--- src/rtl/uart_cipo_rx_pkg.sv ---
// Shared definitions for the UART receive path.
// rx_state_e carries the 2-bit state codes that the transmitter also uses, so both ends of the
// link report state identically: IDLE 00, START 10, DATA 01, STOP 11.
// DataBits is the number of payload bits in one 8N1 frame.
package uart_cipo_rx_pkg;

  typedef enum logic [1:0] {
    StIdle  = 2'b00,
    StStart = 2'b10,
    StData  = 2'b01,
    StStop  = 2'b11
  } rx_state_e;

  localparam int unsigned DataBits = 8;

endpackage

--- src/rtl/uart_cipo_sync.sv ---
// Two-flop synchroniser for the asynchronous serial line.
// Ports:
//   clk   - receive clock
//   reset - synchronous, active-high; both flops reset to 1 (idle line level)
//   d     - asynchronous input
//   q     - synchronised output, two cycles behind d
module uart_cipo_sync (
  input  logic clk,
  input  logic reset,
  input  logic d,
  output logic q
);

  logic meta_q;
  logic sync_q;

  always_ff @(posedge clk) begin
    if (reset) begin
      meta_q <= 1'b1;
      sync_q <= 1'b1;
    end else begin
      meta_q <= d;
      sync_q <= meta_q;
    end
  end

  assign q = sync_q;

endmodule

--- src/rtl/uart_cipo_rx.sv ---
// 8N1 UART receiver with a valid/ack output buffer.
// The line is synchronised, a falling edge in IDLE starts a frame, the start bit is re-checked
// half a bit later, then each data bit and the stop bit are sampled one bit period apart.
// Ports:
//   CLK             - clock, all logic on the rising edge
//   RESET           - synchronous, active-high reset
//   SER_DATA        - asynchronous serial input, idle high
//   OUTPUT_DATA_REG - last delivered byte, stable while DATA_VALID is high
//   DATA_VALID      - byte waiting to be taken, held until acknowledged
//   DATA_ACK        - consumer takes the byte in any cycle with DATA_VALID high
//   FRAME_ERR       - one-cycle pulse when the stop bit is sampled low
//   OVERRUN         - one-cycle pulse when a good byte is dropped because the buffer is full
//   STATE           - current receiver state code
module uart_cipo_rx
  import uart_cipo_rx_pkg::*;
#(
  parameter int unsigned CLKS_PER_BIT = 16
) (
  input  logic       CLK,
  input  logic       RESET,
  input  logic       SER_DATA,
  output logic [7:0] OUTPUT_DATA_REG,
  output logic       DATA_VALID,
  input  logic       DATA_ACK,
  output logic       FRAME_ERR,
  output logic       OVERRUN,
  output logic [1:0] STATE
);

  localparam logic [7:0] HalfLast = 8'(CLKS_PER_BIT / 2 - 1);
  localparam logic [7:0] BitLast  = 8'(CLKS_PER_BIT - 1);
  localparam logic [2:0] LastBit  = 3'(DataBits - 1);

  rx_state_e  state_q, state_d;
  logic [7:0] cnt_q, cnt_d;
  logic [2:0] bit_idx_q, bit_idx_d;
  logic [7:0] shift_q, shift_d;
  logic [7:0] data_q, data_d;
  logic       valid_q, valid_d;
  logic       ferr_q, ferr_d;
  logic       ovr_q, ovr_d;
  logic       rx_s;
  logic       rx_p_q;

  uart_cipo_sync u_sync (
    .clk   (CLK),
    .reset (RESET),
    .d     (SER_DATA),
    .q     (rx_s)
  );

  always_comb begin
    state_d   = state_q;
    cnt_d     = cnt_q;
    bit_idx_d = bit_idx_q;
    shift_d   = shift_q;
    data_d    = data_q;
    valid_d   = valid_q;
    ferr_d    = 1'b0;
    ovr_d     = 1'b0;

    // A plain acknowledge empties the buffer; a delivery below overrides this.
    if (valid_q && DATA_ACK) begin
      valid_d = 1'b0;
    end

    unique case (state_q)
      StIdle: begin
        // Edge only, so a line held low (break) never retriggers.
        if (!rx_s && rx_p_q) begin
          state_d = StStart;
          cnt_d   = 8'd0;
        end
      end
      StStart: begin
        if (cnt_q == HalfLast) begin
          if (rx_s) begin
            state_d = StIdle;
          end else begin
            state_d   = StData;
            cnt_d     = 8'd0;
            bit_idx_d = 3'd0;
          end
        end else begin
          cnt_d = cnt_q + 8'd1;
        end
      end
      StData: begin
        if (cnt_q == BitLast) begin
          shift_d   = {rx_s, shift_q[7:1]};
          bit_idx_d = bit_idx_q + 3'd1;
          cnt_d     = 8'd0;
          if (bit_idx_q == LastBit) begin
            state_d = StStop;
          end
        end else begin
          cnt_d = cnt_q + 8'd1;
        end
      end
      StStop: begin
        if (cnt_q == BitLast) begin
          state_d = StIdle;
          cnt_d   = 8'd0;
          if (!rx_s) begin
            ferr_d = 1'b1;
          end else if (!valid_q || DATA_ACK) begin
            // Buffer is free, or is being emptied in this very cycle.
            data_d  = shift_q;
            valid_d = 1'b1;
          end else begin
            ovr_d = 1'b1;
          end
        end else begin
          cnt_d = cnt_q + 8'd1;
        end
      end
      default: begin
        state_d = StIdle;
      end
    endcase
  end

  always_ff @(posedge CLK) begin
    if (RESET) begin
      state_q   <= StIdle;
      cnt_q     <= 8'd0;
      bit_idx_q <= 3'd0;
      shift_q   <= 8'd0;
      data_q    <= 8'h00;
      valid_q   <= 1'b0;
      ferr_q    <= 1'b0;
      ovr_q     <= 1'b0;
      rx_p_q    <= 1'b1;
    end else begin
      state_q   <= state_d;
      cnt_q     <= cnt_d;
      bit_idx_q <= bit_idx_d;
      shift_q   <= shift_d;
      data_q    <= data_d;
      valid_q   <= valid_d;
      ferr_q    <= ferr_d;
      ovr_q     <= ovr_d;
      rx_p_q    <= rx_s;
    end
  end

  assign OUTPUT_DATA_REG = data_q;
  assign DATA_VALID      = valid_q;
  assign FRAME_ERR       = ferr_q;
  assign OVERRUN         = ovr_q;
  assign STATE           = state_q;

endmodule

--- config.mk ---
export PLATFORM = sky130hd
export DESIGN_NAME = uart_cipo_rx
export DESIGN_NICKNAME = d
export VERILOG_FILES = /design/src/rtl/uart_cipo_rx_pkg.sv /design/src/rtl/uart_cipo_sync.sv /design/src/rtl/uart_cipo_rx.sv
export SDC_FILE = /design/constraint.sdc
export NUM_CORES = 1
export LEC_CHECK = 0
export CAP_MARGIN = 25
export CORE_MARGIN = 2
export CORE_UTILIZATION = 50
export CTS_CLUSTER_SIZE = 20
export DETAILED_ROUTE_END_ITERATION = 7
export PLACE_DENSITY = 0.77
export REMOVE_ABC_BUFFERS = 1
export SETUP_SLACK_MARGIN = 0.15
export SYNTH_ARGS = -nofsm -noshare
export SYNTH_HDL_FRONTEND = slang
export SYNTH_SLANG_ARGS = --single-unit
--- constraint.sdc ---
create_clock -name CLK -period 3.3 [get_ports CLK]
set_clock_uncertainty 0.2 [all_clocks]
set_input_delay 0.66 -clock CLK [delete_from_list [all_inputs] [get_ports CLK]]
set_output_delay 0.66 -clock CLK [all_outputs]
set_load 0.03 [all_outputs]
==> key figures <==
Synth
  – Seq/Total Area, Yosys: 42.39%
  – Synth Area in Adders: 2.271%
  – Share of Yosys cell area claimed by the top area cell type: 42.39%
  – Compound-Gate Fraction of Synth Area: 11.05%
  – Largest area contributor in the netlist: dfxtp_1
  – Largest family of logic cells by synthesized area: simple AND/OR/NAND/NOR gates
  – Post-Synth Simple-Gate Area: 28.46%
  – XOR/XNOR Fraction of Synth Area: 0.5299%
  – Synth Flop Type: dfxtp_1
  – Synth unique cells: 40
  – Fraction of registers with async set/reset: 0%
  – Multiplexer share of the synthesized area: 9.690%
  – FF+latch count, synth: 35
  – Netlist area before placement: 1653 sq um
  – Mapped Cells: 179
  – Mean Syn Cell Area: 9.234 sq um
  – Top post-synthesis cells by area: dfxtp_1 42%, mux2i_1 9.7%, nand2_1 5.7%, a21oi_1 3.0%, nand2b_1 3.0%
  – Post-synth EDFFs: 0
  – Number of synthesis warnings: 0

Clocking
  – Cts bufs inserted: 5
  – Hold Buf Count CTS: 0
  – Deepest clock path buffer count: 2
  – Post-cts resize count: 0
  – Clk root buf: clkbuf_4
  – Buffers inserted by post-CTS timing repair: 0
  – H-tree depth: 2
  – Clock Sinks: 35
  – Clock transition at path regs: 0.11 ns
  – TritonCTS clock tree: done
  – Insertion delay to the later sink of the worst-skew pair: 0.34 ns

Final layout
  – Synth-to-Final Area Change: 11.81%
  – Nets@finish: 199
  – Ant. Diodes: 0
  – Commonest non-fill, non-tap cell in the layout: dfxtp_1
  – Layout cells sized above 1: 10.36%
  – Most frequent cells in the layout: 35 x dfxtp_1, 25 x nand2_1, 16 x mux2i_1, 16 x clkdlybuf4s50_1, 12 x nor2_1
  – Finished Cell Area: 1848 sq um

Status
  – Status: completed

Worst setup path
  – Cell Chain, Critical Path: clkdlybuf4s50_1
  – WS Path Type: register to primary output
  – Peak fanout along the critical path: 18
  – Max stage delay cell, worst path: clkdlybuf4s50_1
  – CP arrival: 1.81 ns
  – Max incr delay on CP: 0.78 ns
  – CP delay by family, top: buffers and inverters
  – Setup crit end kind: primary output
  – CP Buf/Inv Count: 1
  – Startpoint types: register
  – WP data required: 2.44 ns

STA
  – Final Hold Vio Count: 0
  – Period utilization: 80.93%
  – Slew Limit Fails: 0
  – Rel. slew slack: 57.06%
  – Fmax: 374.4 MHz
  – Tightest Pin Transition: 0.6434 ns
  – Setup TNS: 0 ns
  – Final Critical Period: 2.671 ns
  – RSZ-0062 raised after global routing: false
  – Final setup vio count: 0

Global route
  – Gr ovfl total: 0
  – Pin count of the biggest net entering global routing: 25
  – Initial antenna violation count: 0
  – Global Route Usage Sum: 19.15%
  – Vias in the first global route: 1220
  – First-pass GRT wire length: 5.230 mm

Placement
  – Gpl congestion: 0.7995
  – Placed instance area: 1790 sq um
  – DP Wirelength: 2.279 mm
  – IO buf count: 16

Min path
  – HP Class: register to register
  – Hold path start: u_sync.meta_q

Floorplanning
  – Initial Utilization: 53.27%
  – Core Area: 3103 sq um
  – Total die area: 3782 sq um
  – Top-Level Pins: 17
  – FP Rows: 20
  – Chip height: 61.50 microns
  – Die X: 61.50 microns

Detailed routing
  – Initial drt markers: 70
  – Drt drc: 0
  – Vias: 1336
  – Post-route ant nets: 0
  – Pre-antenna DRT Iters: 4
  – DR vias/cell: 5.637
  – WL final: 3.191 mm
  – WL per Instance: 13.46 microns

Flow run
  – Max Cap Viol: 0

Pwr
  – Worst ir drop on vdd: 0.2803 mV
  – PD cells: 375.3 nW/um^2
  – P_leak: 0.6142 nW
-- through the flow --
| step | total power [mW] | worst slack, ns | hold slack (ns) | utilization (%) | cells |
|---|---|---|---|---|---|
| 3_5_place_dp | 0.4683 | 0.8099 | 0.2056 | 57.70 | 229 |
| 5_1_grt | 0.7226 | 0.5039 | 0.2422 | 59.56 | 237 |
| 6_report | 0.6936 | 0.6292 | 0.2264 | 59.56 | 237 |
| 3_3_place_gp | 0.4674 | 0.8812 | 0.1906 | 57.70 | 229 |
| 2_1_floorplan | 0.4536 | 1.308 | 0.1895 | - | 168 |
| 4_1_cts | 0.6988 | 0.6316 | 0.2326 | 59.56 | 237 |
-- cells by family (layout without fill, tap and decap cells) --
kind of cell,Yosys count,after routing
buffers and inverters,13,27
xor gates and xnor gates,1,1
AOI/OAI and AO/OA,25,25
and+or+nand+nor,86,86
adders and majority gates,3,3
DFF,35,35
muxes,16,16
-- synth_stat cells (2+ instances only) --
cell type / count
mux2i_1: 16
nand2b_1: 8
nand2_1: 25
inv_1: 2
nor4_1: 2
ha_1: 3
clkbuf_1: 3
buf_4: 2
dfxtp_1: 35
nor2_1: 12
or2_2: 3
or4_1: 2
o21ai_0: 2
a31oi_1: 3
nand4_1: 8
and2_1: 2
nand3_1: 10
and3_1: 6
a21oi_1: 10
buf_6: 4
a311oi_1: 2
-- power breakdown --
| group | switching [mW] | total [mW] | internal [mW] |
|---|---|---|---|
| Clock | 0.153 | 0.234 | 0.0813 |
| Combinational | 0.0185 | 0.0294 | 0.0109 |
| Sequential | 0.00455 | 0.430 | 0.425 |
-- final timing paths --
path                            slack (ns)  cells past startpoint    endpoint
worst max-delay path                  0.63                      1    STATE[0]
worst min-delay path                  0.23                      1    u_sync.q
worst min register to register        0.23                      1    u_sync.q
worst max register to register        1.14                      4  shift_q[4]
-- layout make-up --
class,count,area (sq um)
clock buffers,5,37.54
fillers,284,1255
repair buffers,17,167.7
flip-flops and latches,35,700.7
inverters,2,7.507
clock inverters,3,20.02
well taps,44,55.05
multi-input cells,131,859.6
-- state kept, by name, indices dropped and copies added (netlist names), named ones only --
signal           count
cnt_q                8
OUTPUT_DATA_REG      8
STATE                1
bit_idx_q            3
shift_q              8
OVERRUN              1
u_sync.q             1
rx_p_q               1
u_sync.meta_q        1
FRAME_ERR            1
DATA_VALID           1
-- layer usage --
metal	vias up	global-route usage, %	wire [microns]
met5	-	0	0
met2	54	30.98	1540
met4	0	8.207	74
met3	11	6.303	196
met1	600	23.29	1379
li1	671	-	-
(Power assumes the default switching activity.)
==> edit: new RTL, same settings <==
Make the reset (`RESET` and `reset`) asynchronous in 2 clocked blocks. Comments in the files are not updated.
--- a/src/rtl/uart_cipo_sync.sv
+++ b/src/rtl/uart_cipo_sync.sv
@@ -15,5 +15,5 @@
   logic sync_q;
 
-  always_ff @(posedge clk) begin
+  always_ff @(posedge clk or posedge reset) begin
     if (reset) begin
       meta_q <= 1'b1;
--- a/src/rtl/uart_cipo_rx.sv
+++ b/src/rtl/uart_cipo_rx.sv
@@ -121,5 +121,5 @@
   end
 
-  always_ff @(posedge CLK) begin
+  always_ff @(posedge CLK or posedge RESET) begin
     if (RESET) begin
       state_q   <= StIdle;
Behaviour: differs if RESET is asserted again (counterexample within 4 cycles, from zero or initial values and one cycle with RESET high); with RESET held inactive, the same outputs for 10 cycles.
==> edit against the unedited design <==
  * Final area is 0.47% higher
  * Sequential cell count did not move
  * First-iteration DRC count fell by 59%
  * Die area is 3.9% lower
  * Largest cell class is now registers
  * Synthesized area down 4.2%
  * Routed wire length down 13%
  * Setup slack gained 0.14 ns
  * Highest routed layer unchanged
Power is not compared: it rests on default switching activity, and its combinational part moved more than twofold at a synthesized area within 25%.
==> edit: results (changes against the unedited design) <==
| Metric | Value |
|---|---|
| Sequential share of the synthesized area | `55.53% (+13 points)` |
| Critical Path AT | `1.67 ns (-0.14 ns)` |
| Top cells by count, synth | `dfrtp_1, mux2_2, nand2_1` |
| Final net count | `159 (-20%)` |
| First-pass GRT wire length | `4754 um (-9.1%)` |
| DP Area | `1784 um2 (-0.35%)` |
| Yosys cell types | `34 (-15%)` |
| Worst-margin pin slew | `0.6963 ns (+0.05296 ns)` |
| Min-Delay Endpoint | `u_sync.q$_DFF_PP1_` |
| Total track usage | `18.59% (-0.56 points)` |
| Min Hold Slack | `0.1638 ns (-0.06266 ns)` |
| Via count | `1053 (-21%)` |
| Layout cell share with drive strength beyond 1 | `18.95% (+8.6 points)` |
| Post-detailed-route wirelength per cell | `14.07 um (+4.5%)` |
| Number of global-route vias before repair | `987 (-19%)` |
| Largest net degree at the start of global routing | `16 (-36%)` |
| Worst-path maximum fanout | `13 (-5)` |
| Final HPWL DP | `2004 um (-12%)` |
| GP Congestion | `0.8394 (+5.0%)` |
| RR Endpoint | `cnt_q[7]$_DFFE_PP0P_` |
| Slowest Stage Delay on Critical Path | `0.75 ns (-0.03 ns)` |
| CP delay by family, top | `buffers and inverters` |
| Root Driver | `clkbuf_4` |
| Max frequency | `394.9 MHz (+5.5%)` |
| R2r startpoint | `cnt_q[0]$_DFFE_PP0P_` |
| Hold path start | `u_sync.meta_q$_DFF_PP1_` |
| Asr flop ratio synth | `100.0% (+100 points)` |
| Hold depth | `0 (-1)` |
| Outcome | `completed` |
| Synth warn | `0 (unchanged)` |
| First DRT Iteration DRCs | `29 (-59%)` |
## edit: through the flow
stage	cells	worst slack, ns
after floorplan	127	1.367
after global placement	189	0.9128
after detailed placement	189	0.8604
after CTS	197	0.7560
after global routing	197	0.6712
final	197	0.7676
## edit: layer usage
layer,GRT usage [%],routed length [um],vias up
met3,8.009,147,2
met4,6.667,17,0
met1,26.72,1385,497
met2,24.84,1221,31
met5,0,0,-
li1,-,-,523
## edit: logic make-up (layout without fill, tap and decap cells)
kind of cell	count (synthesis)	after routing	synth area share, %
xor+xnor	2	2	1.106
fa+ha+maj	3	3	2.370
flops	35	35	55.53
compound gates	21	21	8.848
buf+inv	9	29	2.607
mux	19	19	13.27
simple gates	44	44	16.27
## edit: worst max-delay path by stage
stage | startpoint | endpoint | cells past startpoint
3_5_place_dp | DATA_ACK | OUTPUT_DATA_REG[1]$_DFFE_PP0P_ | 5
4_1_cts | flop | STATE[0] | 1
6_report | flop | STATE[0] | 1
2_1_floorplan | cnt_q[4]$_DFFE_PP0P_ | OUTPUT_DATA_REG[0]$_DFFE_PP0P_ | 4
3_3_place_gp | DATA_ACK | OUTPUT_DATA_REG[0]$_DFFE_PP0P_ | 5
5_1_grt | flop | STATE[0] | 1
## edit: final cells by class
class / instances / area (um2)
multi-input cells: 89 / 663.1
inverters: 3 / 11.26
well taps: 44 / 55.05
fillers: 234 / 1171
clock buffers: 7 / 65.06
repair buffers: 18 / 175.2
clock inverters: 1 / 7.507
flip-flops and latches: 35 / 879.6
## edit: power by group
group	internal (W)	total, W	switching, W
clock	0.000124	0.000263	0.000138
sequential	0.000490	0.000598	0.000108
combinational	0.000145	0.000322	0.000177
total	0.000759	0.00118	0.000423
